`config.mk`:
```
export PLATFORM = sky130hd
export DESIGN_NAME = trail_line_render_flat
export DESIGN_NICKNAME = d
export VERILOG_FILES = /design/src/rtl/trails_pkg.sv /design/src/rtl/trail_line_render_if.sv /design/src/rtl/trail_line_buf.sv /design/src/rtl/trail_line_render.sv /design/src/flat_wrapper.sv
export SDC_FILE = /design/constraint.sdc
export NUM_CORES = 1
export LEC_CHECK = 0
export BUFFER_PORTS_ARGS = -buffer_cell sky130_fd_sc_hd__buf_4
export CORE_MARGIN = 1
export CORE_UTILIZATION = 62
export DETAILED_ROUTE_END_ITERATION = 12
export GPL_ROUTABILITY_DRIVEN = 0
export MAX_ROUTING_LAYER = met4
export PLACE_DENSITY = 0.91
export SLEW_MARGIN = 10
export SYNTH_ARGS = -nofsm -noshare
export SYNTH_HDL_FRONTEND = slang
export SYNTH_SLANG_ARGS = --single-unit
export TNS_END_PERCENT = 100
```
`constraint.sdc`:
```
create_clock -name Clk -period 4.2 [get_ports Clk]
set_input_delay 0.21 -clock Clk [delete_from_list [all_inputs] [get_ports Clk]]
set_output_delay 0.21 -clock Clk [all_outputs]
set_load 0.02 [all_outputs]
```
`src/rtl/trails_pkg.sv`:
```
// trails_pkg: shared definitions for the trail writer and the trail line renderer.
//   - trail_code_e : 3-bit trail code stored per cell in the trail RAM
//   - colour constants for blue/red trails and corners
//   - play-area geometry (PLAY_SIZE pixels square, CELLS cells per side)
//   - fetch_state_e : line prefetcher FSM states
//   - norm_code / code_rgb helpers
package trails_pkg;

  typedef enum logic [2:0] {
    TC_NONE = 3'd0,
    B_HORIZ = 3'd1,
    B_VERT  = 3'd2,
    R_HORIZ = 3'd3,
    R_VERT  = 3'd4,
    CORNER  = 3'd5,
    TC_RSV6 = 3'd6,
    TC_RSV7 = 3'd7
  } trail_code_e;

  localparam logic [23:0] BLUE_RGB   = 24'h00A0FF;
  localparam logic [23:0] RED_RGB    = 24'hFF3020;
  localparam logic [23:0] CORNER_RGB = 24'hFFFFFF;

  localparam int PLAY_SIZE = 448;
  localparam int CELLS     = 112;

  typedef enum logic [1:0] {
    ST_IDLE  = 2'd0,
    ST_FETCH = 2'd1,
    ST_DRAIN = 2'd2
  } fetch_state_e;

  // Reserved codes 6/7 behave as an empty cell.
  function automatic logic [2:0] norm_code(input logic [2:0] c);
    return (c > 3'd5) ? 3'd0 : c;
  endfunction

  function automatic logic [23:0] code_rgb(input logic [2:0] c);
    case (c)
      B_HORIZ, B_VERT: return BLUE_RGB;
      R_HORIZ, R_VERT: return RED_RGB;
      CORNER:          return CORNER_RGB;
      default:         return 24'h000000;
    endcase
  endfunction

endpackage

```
`src/rtl/trail_line_render_if.sv`:
```
// trail_line_render_if: read port of the shared trail RAM, via its arbiter.
//   rd_en   : read request (master -> arbiter)
//   rd_gnt  : grant; a read is issued on a cycle with rd_en & rd_gnt
//   rd_addr : cell address row*CELLS + col
//   rd_data : trail code, valid one clock after the issuing cycle
interface trail_line_render_if;
  logic        rd_en;
  logic        rd_gnt;
  logic [13:0] rd_addr;
  logic [2:0]  rd_data;

  modport master (output rd_en, output rd_addr, input  rd_gnt, input  rd_data);
  modport slave  (input  rd_en, input  rd_addr, output rd_gnt, output rd_data);
endinterface

```
`src/rtl/trail_line_buf.sv`:
```
// trail_line_buf: one cell row of trail codes (CELLS x 3 bits).
//   clk          : clock
//   we/waddr/wdata : synchronous write port, driven by the prefetch FSM
//   raddr/rdata  : NRD combinational read ports (packed), used by render;
//                  addresses >= CELLS read back as code 0
// The storage has no reset: stale contents are legitimately rendered
// after an overrun, and validity is tracked by the parent.
module trail_line_buf #(
  parameter int CELLS = 112,
  parameter int NRD   = 1
) (
  input  logic                clk,
  input  logic                we,
  input  logic [6:0]          waddr,
  input  logic [2:0]          wdata,
  input  logic [NRD-1:0][6:0] raddr,
  output logic [NRD-1:0][2:0] rdata
);

  logic [2:0] mem [CELLS];

  always_ff @(posedge clk) begin
    if (we && (waddr < 7'(CELLS))) mem[waddr] <= wdata;
  end

  for (genvar i = 0; i < NRD; i++) begin : g_rd
    assign rdata[i] = (raddr[i] < 7'(CELLS)) ? mem[raddr[i]] : 3'd0;
  end

endmodule

```
`src/rtl/trail_line_render.sv`:
```
// trail_line_render: prefetches one cell row of trail codes from the trail
// RAM during horizontal blanking into a local line buffer, then renders
// trail pixels from that buffer during active video.
// Ports:
//   Clk, Reset      : clock, synchronous active-high reset
//   pix_ce          : pixel clock enable; DrawX/DrawY advance on pix_ce
//   DrawX, DrawY    : current pixel position
//   rd              : trail RAM read port (master modport)
//   trail_on/rgb    : registered pixel result, held between pix_ce cycles
//   fetch_busy      : prefetch in progress (FETCH or DRAIN)
//   fetch_overrun   : one-clock pulse when active video starts mid-fetch
// Build option: define TRAIL_THIN_EN for line-style trails; otherwise every
// non-zero code fills its whole 4x4 cell.
module trail_line_render #(
  parameter int X_OFF      = 14,
  parameter int Y_OFF      = 14,
  parameter int CELLS      = 112,
  parameter int CELL_SHIFT = 2
) (
  input  logic                        Clk,
  input  logic                        Reset,
  input  logic                        pix_ce,
  input  logic [9:0]                  DrawX,
  input  logic [9:0]                  DrawY,
  trail_line_render_if.master         rd,
  output logic                        trail_on,
  output logic [23:0]                 trail_rgb,
  output logic                        fetch_busy,
  output logic                        fetch_overrun
);
  import trails_pkg::*;

`ifdef TRAIL_THIN_EN
  localparam int NRD = 3;   // centre, left and right neighbour
`else
  localparam int NRD = 1;
`endif

  localparam logic [10:0] XLO      = 11'(X_OFF);
  localparam logic [10:0] XHI      = 11'(X_OFF + PLAY_SIZE);
  localparam logic [10:0] YLO      = 11'(Y_OFF);
  localparam logic [10:0] YHI      = 11'(Y_OFF + PLAY_SIZE);
  localparam logic [10:0] SUB_MASK = 11'((1 << CELL_SHIFT) - 1);
  localparam logic [6:0]  LAST_COL = 7'(CELLS - 1);

  fetch_state_e state_q, state_d;
  logic [6:0]   col_q, col_d;         // next column to issue
  logic [6:0]   row_q, row_d;
  logic         wr_pend_q, wr_pend_d; // rd_data this cycle belongs to wr_col_q
  logic [6:0]   wr_col_q, wr_col_d;
  logic         buf_valid_q, buf_valid_d;
  logic         trail_on_q, trail_on_d;
  logic [23:0]  trail_rgb_q, trail_rgb_d;
  logic         overrun_q, overrun_d;

  // Trigger: at DrawX==640 the next line L=DrawY+1 starts a new cell row.
  logic [10:0] line_nxt, line_rel, px_rel;
  logic        trig, in_play;
  logic [6:0]  trig_row, rcol;

  assign line_nxt = {1'b0, DrawY} + 11'd1;
  assign line_rel = line_nxt - YLO;
  assign trig_row = 7'(line_rel >> CELL_SHIFT);
  assign trig     = pix_ce && (DrawX == 10'd640) && (line_nxt >= YLO) &&
                    (line_nxt < YHI) && ((line_rel & SUB_MASK) == 11'd0);

  assign px_rel  = {1'b0, DrawX} - XLO;
  assign rcol    = 7'(px_rel >> CELL_SHIFT);
  assign in_play = ({1'b0, DrawX} >= XLO) && ({1'b0, DrawX} < XHI) &&
                   ({1'b0, DrawY} >= YLO) && ({1'b0, DrawY} < YHI);

  logic [NRD-1:0][6:0] raddr;
  logic [NRD-1:0][2:0] rdata;
  logic [2:0]          code;
  logic                lit;

  assign raddr[0] = rcol;
`ifdef TRAIL_THIN_EN
  // Wrap-around at col 0 / col CELLS-1 lands out of range and reads 0.
  assign raddr[1] = rcol - 7'd1;
  assign raddr[2] = rcol + 7'd1;
`endif

  trail_line_buf #(.CELLS(CELLS), .NRD(NRD)) u_buf (
    .clk   (Clk),
    .we    (wr_pend_q),
    .waddr (wr_col_q),
    .wdata (rd.rd_data),
    .raddr (raddr),
    .rdata (rdata)
  );

`ifdef TRAIL_THIN_EN
  logic [1:0] sx, sy;
  logic       mid_x, mid_y, left_lit, right_lit;
  assign sx = px_rel[1:0];
  assign sy = 2'(DrawY - 10'(Y_OFF));
`endif

  always_comb begin
    code = norm_code(rdata[0]);
`ifdef TRAIL_THIN_EN
    mid_x     = (sx == 2'd1) || (sx == 2'd2);
    mid_y     = (sy == 2'd1) || (sy == 2'd2);
    left_lit  = norm_code(rdata[1]) != 3'd0;
    right_lit = norm_code(rdata[2]) != 3'd0;
    lit       = 1'b0;
    case (code)
      B_HORIZ, R_HORIZ: lit = mid_y;
      B_VERT,  R_VERT:  lit = mid_x;
      // Corner: centre 2x2, plus horizontal arms toward lit neighbours.
      CORNER: lit = mid_y && (mid_x || ((sx == 2'd0) && left_lit) ||
                                       ((sx == 2'd3) && right_lit));
      default: lit = 1'b0;
    endcase
`else
    lit = (code != 3'd0);
`endif
  end

  always_comb begin
    state_d     = state_q;
    col_d       = col_q;
    row_d       = row_q;
    wr_pend_d   = 1'b0;
    wr_col_d    = wr_col_q;
    buf_valid_d = buf_valid_q;
    trail_on_d  = trail_on_q;
    trail_rgb_d = trail_rgb_q;
    overrun_d   = pix_ce && (DrawX == 10'd0) && (state_q != ST_IDLE);

    case (state_q)
      ST_IDLE: begin
        if (trig) begin
          state_d = ST_FETCH;
          col_d   = 7'd0;
          row_d   = trig_row;
        end
      end
      ST_FETCH: begin
        if (rd.rd_gnt) begin
          wr_pend_d = 1'b1;
          wr_col_d  = col_q;
          if (col_q == LAST_COL) state_d = ST_DRAIN;
          else                   col_d   = col_q + 7'd1;
        end
      end
      ST_DRAIN: begin
        // Last word is written this cycle via wr_pend_q.
        state_d     = ST_IDLE;
        buf_valid_d = 1'b1;
      end
      default: state_d = ST_IDLE;
    endcase

    if (pix_ce) begin
      trail_on_d  = buf_valid_q && in_play && lit;
      trail_rgb_d = trail_on_d ? code_rgb(code) : 24'h000000;
    end
  end

  always_ff @(posedge Clk) begin
    if (Reset) begin
      state_q     <= ST_IDLE;
      col_q       <= 7'd0;
      row_q       <= 7'd0;
      wr_pend_q   <= 1'b0;
      wr_col_q    <= 7'd0;
      buf_valid_q <= 1'b0;
      trail_on_q  <= 1'b0;
      trail_rgb_q <= 24'h000000;
      overrun_q   <= 1'b0;
    end else begin
      state_q     <= state_d;
      col_q       <= col_d;
      row_q       <= row_d;
      wr_pend_q   <= wr_pend_d;
      wr_col_q    <= wr_col_d;
      buf_valid_q <= buf_valid_d;
      trail_on_q  <= trail_on_d;
      trail_rgb_q <= trail_rgb_d;
      overrun_q   <= overrun_d;
    end
  end

  assign rd.rd_en   = (state_q == ST_FETCH);
  assign rd.rd_addr = rd.rd_en ? (14'(row_q) * 14'(CELLS) + 14'(col_q)) : 14'd0;
  assign fetch_busy    = (state_q != ST_IDLE);
  assign fetch_overrun = overrun_q;
  assign trail_on      = trail_on_q;
  assign trail_rgb     = trail_rgb_q;

endmodule
```
`src/flat_wrapper.sv`:
```
// flat-port wrapper written by rule: the top's interface ports become plain ports
module trail_line_render_flat import trails_pkg::*;
#(
  parameter int X_OFF      = 14,
  parameter int Y_OFF      = 14,
  parameter int CELLS      = 112,
  parameter int CELL_SHIFT = 2
)
  (Clk, Reset, pix_ce, DrawX, DrawY, trail_on, trail_rgb, fetch_busy, fetch_overrun, rd_rd_en, rd_rd_addr, rd_rd_gnt, rd_rd_data);
  trail_line_render_if rd_i ();
  input  logic Clk;
  input  logic Reset;
  input  logic pix_ce;
  input  logic [9:0] DrawX;
  input  logic [9:0] DrawY;
  output logic trail_on;
  output logic [23:0] trail_rgb;
  output logic fetch_busy;
  output logic fetch_overrun;
  output wire logic [$bits(rd_i.rd_en)-1:0] rd_rd_en;
  output wire logic [$bits(rd_i.rd_addr)-1:0] rd_rd_addr;
  input wire logic [$bits(rd_i.rd_gnt)-1:0] rd_rd_gnt;
  input wire logic [$bits(rd_i.rd_data)-1:0] rd_rd_data;
  assign rd_rd_en = rd_i.rd_en;
  assign rd_rd_addr = rd_i.rd_addr;
  assign rd_i.rd_gnt = rd_rd_gnt;
  assign rd_i.rd_data = rd_rd_data;
  trail_line_render #(.X_OFF(X_OFF), .Y_OFF(Y_OFF), .CELLS(CELLS), .CELL_SHIFT(CELL_SHIFT)) u_core (.Clk(Clk), .Reset(Reset), .pix_ce(pix_ce), .DrawX(DrawX), .DrawY(DrawY), .rd(rd_i), .trail_on(trail_on), .trail_rgb(trail_rgb), .fetch_busy(fetch_busy), .fetch_overrun(fetch_overrun));
endmodule
```
==> results.sh, run 1 <==
export IMPL_status="finished, final reports clean"
export IMPL_timing_worst_setup_path_type="flip-flop to output pin"
export IMPL_netlist_area_um2=16300
export IMPL_max_cap_violations=0
export IMPL_grt_util_met3_pct=6.23
export IMPL_setup_repair_after_global_routing_missed_its_margin="false"
export IMPL_synthToLayoutAreaGrowth_pct=12.2
export IMPL_firstDrtPassIters=9
export IMPL_fp_coreArea_um2=26000
export IMPL_layout_drive_gt1_share_pct=20.2
export IMPL_comb_power_share_pct=8.5
export IMPL_routing_usage_on_met2_pct=49.4
export IMPL_drc_errors=0
export IMPL_yosys_mux_area_fraction_pct=12.3
export IMPL_clockRootBuffer="sky130_fd_sc_hd__clkbuf_16"
export IMPL_most_used_routing_layer_in_global_routing="met2"
export IMPL_crit_slowest_cell="sky130_fd_sc_hd__nor4bb_1"
export IMPL_number_of_enable_type_register_cells_in_the_synthesized_netlist=336
export IMPL_leading_cell_types_by_count_after_synthesis="336 x sky130_fd_sc_hd__edfxtp_1, 165 x sky130_fd_sc_hd__nor2_1, 103 x sky130_fd_sc_hd__nand2_1"
export IMPL_power_report_internal_total_mw=6.11
export IMPL_first_pass_grt_wire_length_mm=58.3
export IMPL_ys_top_cells_by_area="sky130_fd_sc_hd__edfxtp_1 62%, sky130_fd_sc_hd__mux4_2 11%, sky130_fd_sc_hd__dfxtp_1 3.8%"
export IMPL_synthesized_net_count=1147
export IMPL_fillers=1541
export IMPL_antennaDiodeCount=0
export IMPL_dpl_cell_count=1451
export IMPL_cp_data_arrival_time_ns=3.73
export IMPL_cellPowerDensity_nw_per_um2=427
export IMPL_cp_cell_instances="fa_1 > ha_1 > fa_1 > a21o_1 > a21oi_1 > xnor2_1 > nor4bb_1 > nand3_1 > xnor2_1 > nor2_1 > buf_4"
export IMPL_synthesis_area_per_instance_um2=14.9
export IMPL_synth_xor_xnor_area_share_pct=2.23
export IMPL_synth_compound_area_share_pct=4.47
export IMPL_clock_tree_sinks=367
export IMPL_dp_slack_ns=0.612
export IMPL_yosysWarnings=0
export IMPL_worst_hold_path_type="input port to flip-flop"
export IMPL_finalWorstPathRequiredPeriod_ns=3.94
export IMPL_dieHeight_um=164
export IMPL_first_global_vias=10300
export IMPL_layoutNonFillerInstCount=1520
export IMPL_detailedRoute_firstIterationViolations=1420
export IMPL_worst_path_largest_cell_delay_ns=0.52
export IMPL_power_switching_share_pct=22.0
export IMPL_grt_ovfl_total=0
export IMPL_synth_largest_area_cell="sky130_fd_sc_hd__edfxtp_1"
export IMPL_post_synth_top_count_cell="sky130_fd_sc_hd__edfxtp_1"
export IMPL_finalSetupViolCount=0
export IMPL_ys_flop_type="sky130_fd_sc_hd__edfxtp_1"
export IMPL_total_power_mw=7.84
export IMPL_vdd_ir_drop_worst_v=0.000355
export IMPL_totalNegativeSetupSlack_ns=0
export IMPL_syn_inst=1095
export IMPL_maximum_number_of_pins_on_one_net_before_global_route_repair=113
export IMPL_synth_top_family_by_area="multiplexers"
export IMPL_worst_slew_pin_transition_ns=1.18
export IMPL_timing_final_ws_setup_ns=0.260
export IMPL_fmax_mhz=254
export IMPL_synth_seq_cells=367
export IMPL_final_hold_violation_count=0
export IMPL_drv_slew=0
export IMPL_track_usage_pct=30.4
export IMPL_drt_antenna_violating_nets=0
export IMPL_routed_via_density=6.69
export IMPL_cts_max_path_buffers=3
export IMPL_fin_worst_hold_slack_ns=0.0604
export IMPL_relative_slew_slack_pct=21.3
export IMPL_worstSetupStartpointType="flip-flop"
export IMPL_critical_path_top_delay_family="adder cells"
export IMPL_clkTransAtPathRegs_ns=0.06
export IMPL_post_cts_buffers=0
export IMPL_via_count_of_the_routed_design=10200
export IMPL_drt_wl_total_mm=38.3
export IMPL_post_dp_hpwl_mm=23.5
export IMPL_clkLatencyLatePin_ns=0.53
export IMPL_synthSimpleGateAreaFrac_pct=10.3
export IMPL_static_leakage_power_nw=6.12
export IMPL_fin_skew_ns=0.0189
export IMPL_cts_tree="done"
export IMPL_p_switching_mw=1.73
export IMPL_detail_routed_net_length_per_standard_cell_um=25.2
export IMPL_sequential_cell_area_um2=10700
export IMPL_timing_critical_path_to_type="output pin"
export IMPL_die_w_um=164
export IMPL_synth_top_area_share_pct=61.7
export IMPL_clockPowerShare_pct=40.7
export IMPL_unique_cell_type_count_in_the_yosys_netlist=69
export IMPL_boundaryPins=69
export IMPL_cp_buffers_inverters=1
export IMPL_cts_made_buffers=37
export IMPL_seqPwrFrac_pct=50.8
export IMPL_port_buffer_count=68
export IMPL_fp_row_count=59
export IMPL_use_met1_pct=36.9
export IMPL_cp_required_ns=3.99
export IMPL_design_die_area_um2=27000
export IMPL_h_tree_depth=2
export IMPL_antenna_found_initial=0
export IMPL_timing_final_crit_share_pct=93.8
export IMPL_initial_utilization_pct=62.9
export IMPL_critical_path_peak_fanout=4
export IMPL_yosys_area_share_adder_pct=2.28
export IMPL_seq_area_frac_synth_pct=65.5
export IMPL_async_reset_ff_share_pct=0
export IMPL_final_net_count=1210
export IMPL_multi_input_comb_area_um2=5210
-- sequential cells by signal (all words and copies together), names as in the netlist --
name,cells
u_core.trail_on,1
u_core.trail_rgb,4
u_core.fetch_overrun,1
u_core.col_q,7
u_core.u_buf.mem,336
u_core.wr_col_q,7
u_core.state_q,2
u_core.wr_pend_q,1
u_core.row_q,7
u_core.buf_valid_q,1
-- cells by family (layout without fill, tap and decap cells) --
family                     count (synthesis)  after routing
AOI/OAI and AO/OA                         97             97
xor gates and xnor gates                  37             37
adders and majority gates                 25             25
buffers and inverters                     89            179
DFF                                      367            367
muxes                                     99             99
and+or+nand+nor                          381            381
-- through the flow --
stage | util, % | instance area, µm²
after global routing | 70.6 | 18300
after floorplan | - | 16300
final | 70.6 | 18300
after global placement | 66.0 | 17100
after CTS | 70.6 | 18300
after detailed placement | 66.0 | 17100
-- layout by cell type, fill, tap and decap left out, drive strengths merged, types with 3 or more instances in the layout --
cell,synthesis,final
mux4,82,82
nor2,166,166
or3,4,4
nor4,4,4
dfxtp,31,31
nand3,39,39
a31oi,4,4
nor3,11,11
clkinv,1,15
o41ai,3,3
inv,18,19
mux2i,16,16
a32oi,8,8
o21ai,6,6
buf,45,91
dlygate4sd3,0,3
and3,5,5
a2111oi,4,4
and2,7,7
a221oi,6,6
edfxtp,336,336
fa,8,8
nand4,15,15
a311oi,3,3
o21bai,5,5
ha,17,17
o21a,6,6
nand2,103,103
nand3b,8,8
a21oi,30,30
nor2b,6,6
nand2b,4,4
clkbuf,25,48
xor2,15,15
a21o,6,6
xnor2,22,22
-- timing repair --
action / in CTS / in global routing
endpoints found under the hold margin: 1 / 0
resized for setup: 0 / 0
hold buffers: 3 / 0
-- power by group through the flow --
stage,clock [mW],sequential [mW],combinational [mW]
after floorplan,0,4.06,0.417
after global placement,0,4.06,0.619
after detailed placement,0,4.06,0.650
after CTS,3.20,3.98,0.659
after global routing,3.34,3.98,0.706
final,3.19,3.98,0.669
-- worst paths after layout --
check | endpoint | slack, ns | cells past startpoint | start
setup / recovery | rd_rd_addr[13] | 0.26 | 11 | u_core.row_q[2]$_SDFFE_PP0P_
hold reg to reg | u_core.wr_col_q[0]$_SDFFE_PP0P_ | 0.50 | 2 | u_core.wr_col_q[0]$_SDFFE_PP0P_
hold / removal | u_core.row_q[6]$_SDFFE_PP0P_ | 0.06 | 2 | Reset
setup reg to reg | u_core.trail_on$_SDFFE_PP0P_ | 1.40 | 8 | u_core.u_buf.mem[95][1]$_DFFE_PP_
-- routing by layer --
layer,vias up,share of wire [%]
met2,713,50
met3,150,9.9
met1,5023,36
met5,-,0
met4,0,4.4
li1,4279,-
-- final cells by class --
cell class                 instances  share of cell area (%)
tap                              335                    2.29
inverter                          19                   0.389
sequential                       367                    58.4
clock buffer                      48                    5.62
multi-input combinational        639                    28.4
timing repair buffer              94                    4.16
clock inverter                    18                   0.744
No activity file was read; power rests on OpenSTA's default activity.
==> run 2: changes to the inputs <==
--- a/config.mk
+++ b/config.mk
@@ -15,5 +15,6 @@
 export SLEW_MARGIN = 10
 export SYNTH_ARGS = -nofsm -noshare
 export SYNTH_HDL_FRONTEND = slang
+export SYNTH_HIERARCHICAL = 1
 export SYNTH_SLANG_ARGS = --single-unit
 export TNS_END_PERCENT = 100
==> run 2 against run 1 <==
  * Critical path depth is 5 higher
  * Cell area decreased by 0.50%
  * Die area rose by 0.21%
  * First-iteration DRC count is 0.14% lower
  * Combinational power decreased by 3.1%
  * Sequential power about the same
  * Setup slack gained 0.29 ns
  * Area after synthesis rose by 0.21%
  * Non-clock buffer count is 7 lower
  * Register-to-register slack got worse by 0.54 ns
  * Largest power group unchanged
  * Highest routed layer unchanged
==> results.sh, run 2 <==
export IMPL_multi_input_comb_area_um2=5220
export IMPL_via_count_of_the_routed_design=10300
export IMPL_post_route_cell_area_um2=18200
export IMPL_synthesis_area_per_instance_um2=15.0
export IMPL_crit_reg2reg_launch="u_core/u_buf/mem[76][1]$_DFFE_PP_"
export IMPL_yosys_mux_area_fraction_pct=13.0
export IMPL_cp_required_ns=4.63
export IMPL_relative_slew_slack_pct=17.1
export IMPL_port_buffer_count=68
export IMPL_crit_slowest_cell="sky130_fd_sc_hd__a31oi_1"
export IMPL_track_usage_pct=30.1
export IMPL_drt_wl_total_mm=38.5
export IMPL_ctsHoldBuffers=2
export IMPL_synth_compound_area_share_pct=4.65
export IMPL_number_of_enable_type_register_cells_in_the_synthesized_netlist=336
export IMPL_synthSimpleGateAreaFrac_pct=10.4
export IMPL_hold_path_depth=3
export IMPL_layout_drive_gt1_share_pct=20.4
export IMPL_netlist_area_um2=16400
export IMPL_ff2ff_setup_slack_ns=0.86
export IMPL_cts_made_buffers=35
export IMPL_yosysWarnings=6
export IMPL_timing_critical_path_to_type="flip-flop"
export IMPL_fp_row_count=59
export IMPL_fin_skew_ns=0.0265
export IMPL_dieHeight_um=165
export IMPL_seq_area_frac_synth_pct=65.4
export IMPL_fillers=1492
export IMPL_yosys_area_share_adder_pct=2.35
export IMPL_syn_inst=1093
export IMPL_worst_hold_path_type="input port to flip-flop"
export IMPL_fmax_mhz=274
export IMPL_ys_flop_type="sky130_fd_sc_hd__edfxtp_1"
export IMPL_reg2reg_to="u_core/trail_rgb[15]$_SDFFE_PP0P_"
export IMPL_critical_path_top_delay_family="compound AO/OA/AOI/OAI gates"
export IMPL_drc_errors=0
export IMPL_ys_top_cells_by_area="sky130_fd_sc_hd__edfxtp_1 62%, sky130_fd_sc_hd__mux4_2 12%, sky130_fd_sc_hd__dfxtp_1 3.8%"
export IMPL_clock_tree_sinks=367
export IMPL_vdd_ir_drop_worst_v=0.000428
export IMPL_fp_coreArea_um2=26000
export IMPL_die_w_um=165
export IMPL_clkLatencyLatePin_ns=0.52
export IMPL_unique_cell_type_count_in_the_yosys_netlist=65
export IMPL_mostFrequentLayoutCells="336 x sky130_fd_sc_hd__edfxtp_1, 154 x sky130_fd_sc_hd__nor2_1, 84 x sky130_fd_sc_hd__mux4_2, 82 x sky130_fd_sc_hd__buf_4, 59 x sky130_fd_sc_hd__nand2_1"
export IMPL_cp_cell_instances="buf_4 > ha_4 > a21oi_1 > xor2_2 > buf_4 > nand2b_1 > o22ai_1 > o21ai_0 > a221oi_1 > a31oi_1 > nor3_1 > a2111oi_0 > nand4_1 > nor2_1 > a21oi_1 > nor2_1"
export IMPL_timing_final_crit_share_pct=86.8
export IMPL_post_dp_hpwl_mm=23.2
export IMPL_routed_via_density=6.83
export IMPL_async_reset_ff_share_pct=0
export IMPL_worstRegToRegCells=10
export IMPL_final_net_count=1199
export IMPL_synth_top_family_by_area="multiplexers"
export IMPL_first_pass_grt_wire_length_mm=58.3
export IMPL_clockRootBuffer="sky130_fd_sc_hd__clkbuf_16"
export IMPL_clkTransAtPathRegs_ns=0.06
export IMPL_synthToLayoutAreaGrowth_pct=11.4
export IMPL_max_cap_violations=0
export IMPL_synth_xor_xnor_area_share_pct=1.18
export IMPL_maximum_number_of_pins_on_one_net_before_global_route_repair=113
export IMPL_setup_repair_after_global_routing_missed_its_margin="false"
export IMPL_status="finished, final reports clean"
export IMPL_leading_cell_types_by_count_after_synthesis="336 x sky130_fd_sc_hd__edfxtp_1, 154 x sky130_fd_sc_hd__nor2_1, 84 x sky130_fd_sc_hd__mux4_2"
export IMPL_static_leakage_power_nw=5.94
export IMPL_grt_ovfl_total=0
export IMPL_finalWorstPathRequiredPeriod_ns=3.65
export IMPL_fin_worst_hold_slack_ns=0.0699
export IMPL_largest_register="u_core/u_buf/mem"
export IMPL_first_global_vias=10200
export IMPL_synth_seq_cells=367
export IMPL_final_hold_violation_count=0
export IMPL_layout_cells_most_common="sky130_fd_sc_hd__edfxtp_1"
export IMPL_antennaDiodeCount=0
export IMPL_holdCritStartpoint="rd_rd_gnt"
export IMPL_drv_slew=0
export IMPL_largest_register_ffs=336
export IMPL_initial_utilization_pct=63.0
export IMPL_cp_buffers_inverters=2
export IMPL_synth_largest_area_cell="sky130_fd_sc_hd__edfxtp_1"
export IMPL_timing_final_ws_setup_ns=0.553
export IMPL_firstDrtPassIters=6
export IMPL_boundaryPins=69
export IMPL_antenna_found_initial=0
export IMPL_design_die_area_um2=27100
export IMPL_cp_data_arrival_time_ns=4.08
export IMPL_finalSetupViolCount=0
export IMPL_synth_top_area_share_pct=61.6
export IMPL_cts_tree="done"
export IMPL_dp_slack_ns=0.364
export IMPL_worst_path_largest_cell_delay_ns=0.49
export IMPL_cts_max_path_buffers=3
export IMPL_worst_slew_pin_transition_ns=1.24
export IMPL_worstHoldEndpoint="u_core/wr_col_q[3]$_SDFFE_PP0P_"
export IMPL_h_tree_depth=2
export IMPL_post_synth_top_count_cell="sky130_fd_sc_hd__edfxtp_1"
export IMPL_sequential_cell_area_um2=10700
export IMPL_cts_resized=0
export IMPL_synthesized_net_count=1146
export IMPL_cellPowerDensity_nw_per_um2=424
export IMPL_totalNegativeSetupSlack_ns=0
export IMPL_post_cts_buffers=0
export IMPL_worstSetupStartpointType="input port"
export IMPL_critical_path_peak_fanout=24
export IMPL_detailedRoute_firstIterationViolations=1418
export IMPL_timing_worst_setup_path_type="input port to flip-flop"
export IMPL_drt_antenna_violating_nets=0
export IMPL_detailed_place_area_um2=17100
export IMPL_detail_routed_net_length_per_standard_cell_um=25.6
-- run 2: power by group --
| part | internal (mW) | total [mW] | switching [mW] | leakage, nW |
|---|---|---|---|---|
| Clock | 1.81 | 3.10 | 1.29 | 0.550 |
| Combinational | 0.267 | 0.648 | 0.380 | 2.13 |
| Sequential | 3.98 | 3.98 | 0.0000121 | 3.27 |
-- run 2: stage by stage --
step | std cells | power (mW) | utilization (%)
2_1_floorplan | 1093 | 4.47 | -
3_3_place_gp | 1442 | 4.65 | 65.8
3_5_place_dp | 1442 | 4.68 | 65.8
4_1_cts | 1505 | 7.73 | 70.2
5_1_grt | 1505 | 7.92 | 70.2
6_report | 1505 | 7.73 | 70.2
-- run 2: worst max path at each step --
| stage | from | to | slack (ns) | depth (start not counted) |
|---|---|---|---|---|
| final | DrawX[1] | u_core/trail_rgb[15]$_SDFFE_PP0P_ | 0.55 | 16 |
| after global routing | DrawX[1] | u_core/trail_rgb[22]$_SDFFE_PP0P_ | 0.35 | 16 |
| after CTS | u_core/row_q[2]$_SDFFE_PP0P_ | rd_rd_addr[12] | 0.67 | 11 |
| after detailed placement | DrawX[1] | u_core/trail_rgb[14]$_SDFFE_PP0P_ | 0.36 | 16 |
| after global placement | DrawX[1] | u_core/trail_rgb[15]$_SDFFE_PP0P_ | 0.53 | 16 |
| after floorplan | DrawX[1] | u_core/trail_rgb[22]$_SDFFE_PP0P_ | 1.26 | 14 |
-- run 2: area by class of cell --
cell class,instances,area share (%)
Tap cell,335,2.30
Inverter,21,0.432
Multi-Input combinational cell,634,28.6
Clock inverter,20,1.13
Timing Repair Buffer,87,3.81
Clock buffer,41,5.01
Sequential cell,367,58.7
-- run 2: per-layer routing --
layer / GRT usage (%) / part of all wire (%)
met5: - / 0
met3: 5.50 / 9.2
met1: 36.4 / 35
met4: 11.7 / 4.2
met2: 50.5 / 51
-- run 2: cells by family (layout without fill, tap and decap cells) --
family | Yosys count | in the layout
xor+xnor | 22 | 22
fa+ha+maj | 26 | 26
compound gates | 117 | 117
simple gates | 361 | 361
flops | 367 | 367
buf+inv | 92 | 169
mux | 108 | 108
-- run 2: worst register-to-register path: stages, from the launching register on --
cell,delay (ns)
sky130_fd_sc_hd__edfxtp_1,0.41
sky130_fd_sc_hd__mux4_2,0.50
sky130_fd_sc_hd__o22ai_1,0.20
sky130_fd_sc_hd__o21ai_0,0.21
sky130_fd_sc_hd__a221oi_1,0.57
sky130_fd_sc_hd__a31oi_1,0.24
sky130_fd_sc_hd__a2111oi_0,0.53
sky130_fd_sc_hd__nand4_1,0.28
sky130_fd_sc_hd__nor2_1,0.16
sky130_fd_sc_hd__a21oi_1,0.06
sky130_fd_sc_hd__nor2_1,0.12
==> run 3: changes to the inputs <==
==> constraint.sdc (replaced) <==
create_clock -name Clk -period 3.66 [get_ports Clk]
set_input_delay 0.183 -clock Clk [delete_from_list [all_inputs] [get_ports Clk]]
set_output_delay 0.183 -clock Clk [all_outputs]
set_load 0.02 [all_outputs]
==> run 3 against run 2 <==
  * Via count up 1.8%
  * Final cell count grew 1.6%
  * Setup slack got worse by 0.39 ns
  * Power rose by 14%
  * Combinational power increased by 24%
  * Global-route usage increased by 1.4 points
  * Critical path depth shrank 5
  * Critical path type is now flip-flop to output pin
==> results.sh, run 3 (synthesis gave the netlist of run 2 again) <==
export IMPL_layout_drive_gt1_share_pct=21.8
export IMPL_power_report_internal_total_mw=6.90
export IMPL_drt_antenna_violating_nets=0
export IMPL_maximum_number_of_pins_on_one_net_before_global_route_repair=113
export IMPL_power_switching_share_pct=22.1
export IMPL_setup_repair_after_global_routing_missed_its_margin="false"
export IMPL_finalSetupViolCount=0
export IMPL_firstDrtPassIters=7
export IMPL_fp_coreArea_um2=26000
export IMPL_worst_hold_path_type="input port to flip-flop"
export IMPL_largest_register="u_core/u_buf/mem"
export IMPL_worst_slew_pin_transition_ns=1.14
export IMPL_cts_tree="done"
export IMPL_max_cap_violations=0
export IMPL_crit_path_start="u_core/row_q[0]$_SDFFE_PP0P_"
export IMPL_vdd_ir_drop_worst_v=0.000479
export IMPL_dieHeight_um=165
export IMPL_critical_path_peak_fanout=4
export IMPL_first_global_vias=10500
export IMPL_holdCritStartpoint="rd_rd_gnt"
export IMPL_status="finished, final reports clean"
export IMPL_totalNegativeSetupSlack_ns=0
export IMPL_clockRootBuffer="sky130_fd_sc_hd__clkbuf_16"
export IMPL_fin_worst_hold_slack_ns=0.0228
export IMPL_drt_wl_total_mm=40.1
export IMPL_mostFrequentLayoutCells="336 x sky130_fd_sc_hd__edfxtp_1, 154 x sky130_fd_sc_hd__nor2_1, 104 x sky130_fd_sc_hd__buf_4, 84 x sky130_fd_sc_hd__mux4_2, 59 x sky130_fd_sc_hd__nand2_1"
export IMPL_timing_final_crit_share_pct=95.7
export IMPL_cts_made_buffers=35
export IMPL_drv_slew=0
export IMPL_via_count_of_the_routed_design=10500
export IMPL_fmax_mhz=286
export IMPL_antennaDiodeCount=0
export IMPL_cp_required_ns=3.48
export IMPL_design_die_area_um2=27100
export IMPL_p_switching_mw=1.95
export IMPL_final_net_count=1225
export IMPL_worstSetupStartpointType="flip-flop"
export IMPL_worst_path_largest_cell_delay_ns=0.50
export IMPL_grt_ovfl_total=0
export IMPL_post_route_cell_area_um2=18400
export IMPL_h_tree_depth=2
export IMPL_boundaryPins=69
export IMPL_routed_via_density=6.85
export IMPL_detailedRoute_firstIterationViolations=1495
export IMPL_synthToLayoutAreaGrowth_pct=12.6
export IMPL_cp_cell_instances="fa_1 > ha_1 > fa_1 > a21oi_1 > o21bai_1 > xor2_1 > nand3_1 > nor3_1 > xnor2_1 > nor2_1 > buf_4"
export IMPL_cts_max_path_buffers=3
export IMPL_seqPwrFrac_pct=51.7
export IMPL_antenna_found_initial=0
export IMPL_post_dp_hpwl_mm=24.2
export IMPL_dpl_cell_count=1468
export IMPL_timing_critical_path_to_type="output pin"
export IMPL_port_buffer_count=68
export IMPL_comb_power_share_pct=9.1
export IMPL_clkTransAtPathRegs_ns=0.07
export IMPL_finalWorstPathRequiredPeriod_ns=3.50
export IMPL_cp_data_arrival_time_ns=3.32
export IMPL_crit_slowest_cell="sky130_fd_sc_hd__fa_1"
export IMPL_track_usage_pct=31.5
export IMPL_layout_cells_most_common="sky130_fd_sc_hd__edfxtp_1"
export IMPL_relative_slew_slack_pct=24.0
export IMPL_clkLatencyLatePin_ns=0.53
export IMPL_crit_reg2reg_launch="u_core/u_buf/mem[103][1]$_DFFE_PP_"
export IMPL_clock_tree_sinks=367
export IMPL_clockPowerShare_pct=39.3
export IMPL_fin_skew_ns=0.0214
export IMPL_static_leakage_power_nw=6.06
export IMPL_drc_errors=0
export IMPL_final_hold_violation_count=0
export IMPL_layoutNonFillerInstCount=1529
export IMPL_die_w_um=165
export IMPL_timing_worst_setup_path_type="flip-flop to output pin"
export IMPL_fp_row_count=59
export IMPL_first_pass_grt_wire_length_mm=60.5
export IMPL_crit_top_cell="sky130_fd_sc_hd__fa_1"
export IMPL_initial_utilization_pct=63.0
export IMPL_cellPowerDensity_nw_per_um2=480
export IMPL_detailed_place_area_um2=17400
export IMPL_fillers=1487
export IMPL_largest_register_ffs=336
export IMPL_detail_routed_net_length_per_standard_cell_um=26.2
run 3: worst max-delay path: cells and delay by family (launching register included):
family / cells / cell delay [ns]
buffers and inverters: 1 / 0.17
flip-flops: 1 / 0.36
XOR/XNOR: 2 / 0.41
adder cells (fa/ha/maj): 3 / 1.12
AND/OR/NAND/NOR: 3 / 0.42
AO/OA/AOI/OAI: 2 / 0.31
run 3: what timing repair did:
action,4_1_cts,5_1_grt
setup endpoints to repair,0,2
hold buffers,2,0
endpoints found under the hold margin,1,0
resized for setup,0,2
setup buffers,0,0
run 3: power groups by stage:
| stage | clock [mW] | combinational (mW) | sequential [mW] |
|---|---|---|---|
| after detailed placement | 0 | 0.761 | 4.66 |
| final | 3.47 | 0.805 | 4.57 |
| after CTS | 3.49 | 0.787 | 4.57 |
| after global placement | 0 | 0.735 | 4.66 |
| after floorplan | 0 | 0.472 | 4.66 |
| after global routing | 3.64 | 0.840 | 4.57 |
run 3: final timing paths:
check,to,slack [ns],cells after the start
worst max-delay path,rd_rd_addr[12],0.16,11
worst min-delay path,u_core/wr_col_q[6]$_SDFFE_PP0P_,0.02,3
worst max register to register,u_core/trail_rgb[13]$_SDFFE_PP0P_,0.49,11
worst min register to register,u_core/trail_on$_SDFFE_PP0P_,0.47,2
run 3: area by class of cell:
type	count	area [µm²]	share of cell area, %
sequential	367	10700	58.1
multi-input combinational	634	5220	28.3
clock buffer	43	948	5.14
timing repair buffer	113	941	5.10
tap	335	419	2.27
clock inverter	16	126	0.685
inverter	21	78.8	0.427
run 3: through the flow:
step	util [%]	setup WS, ns	power, mW
after detailed placement	66.8	-0.0287	5.42
after global routing	71.0	0.0354	9.05
final	71.0	0.159	8.85
after CTS	71.0	0.0901	8.85
after floorplan	-	0.748	5.13
after global placement	66.8	0.111	5.39
run 3: layer usage:
metal	routed length, µm	share of wire (%)	GRT usage, %	up-vias
li1	-	-	-	4349
met1	14200	35	38.7	5174
met2	19800	49	50.1	770
met3	3890	9.7	5.32	183
met4	2170	5.4	17.6	0
met5	0	0	-	-
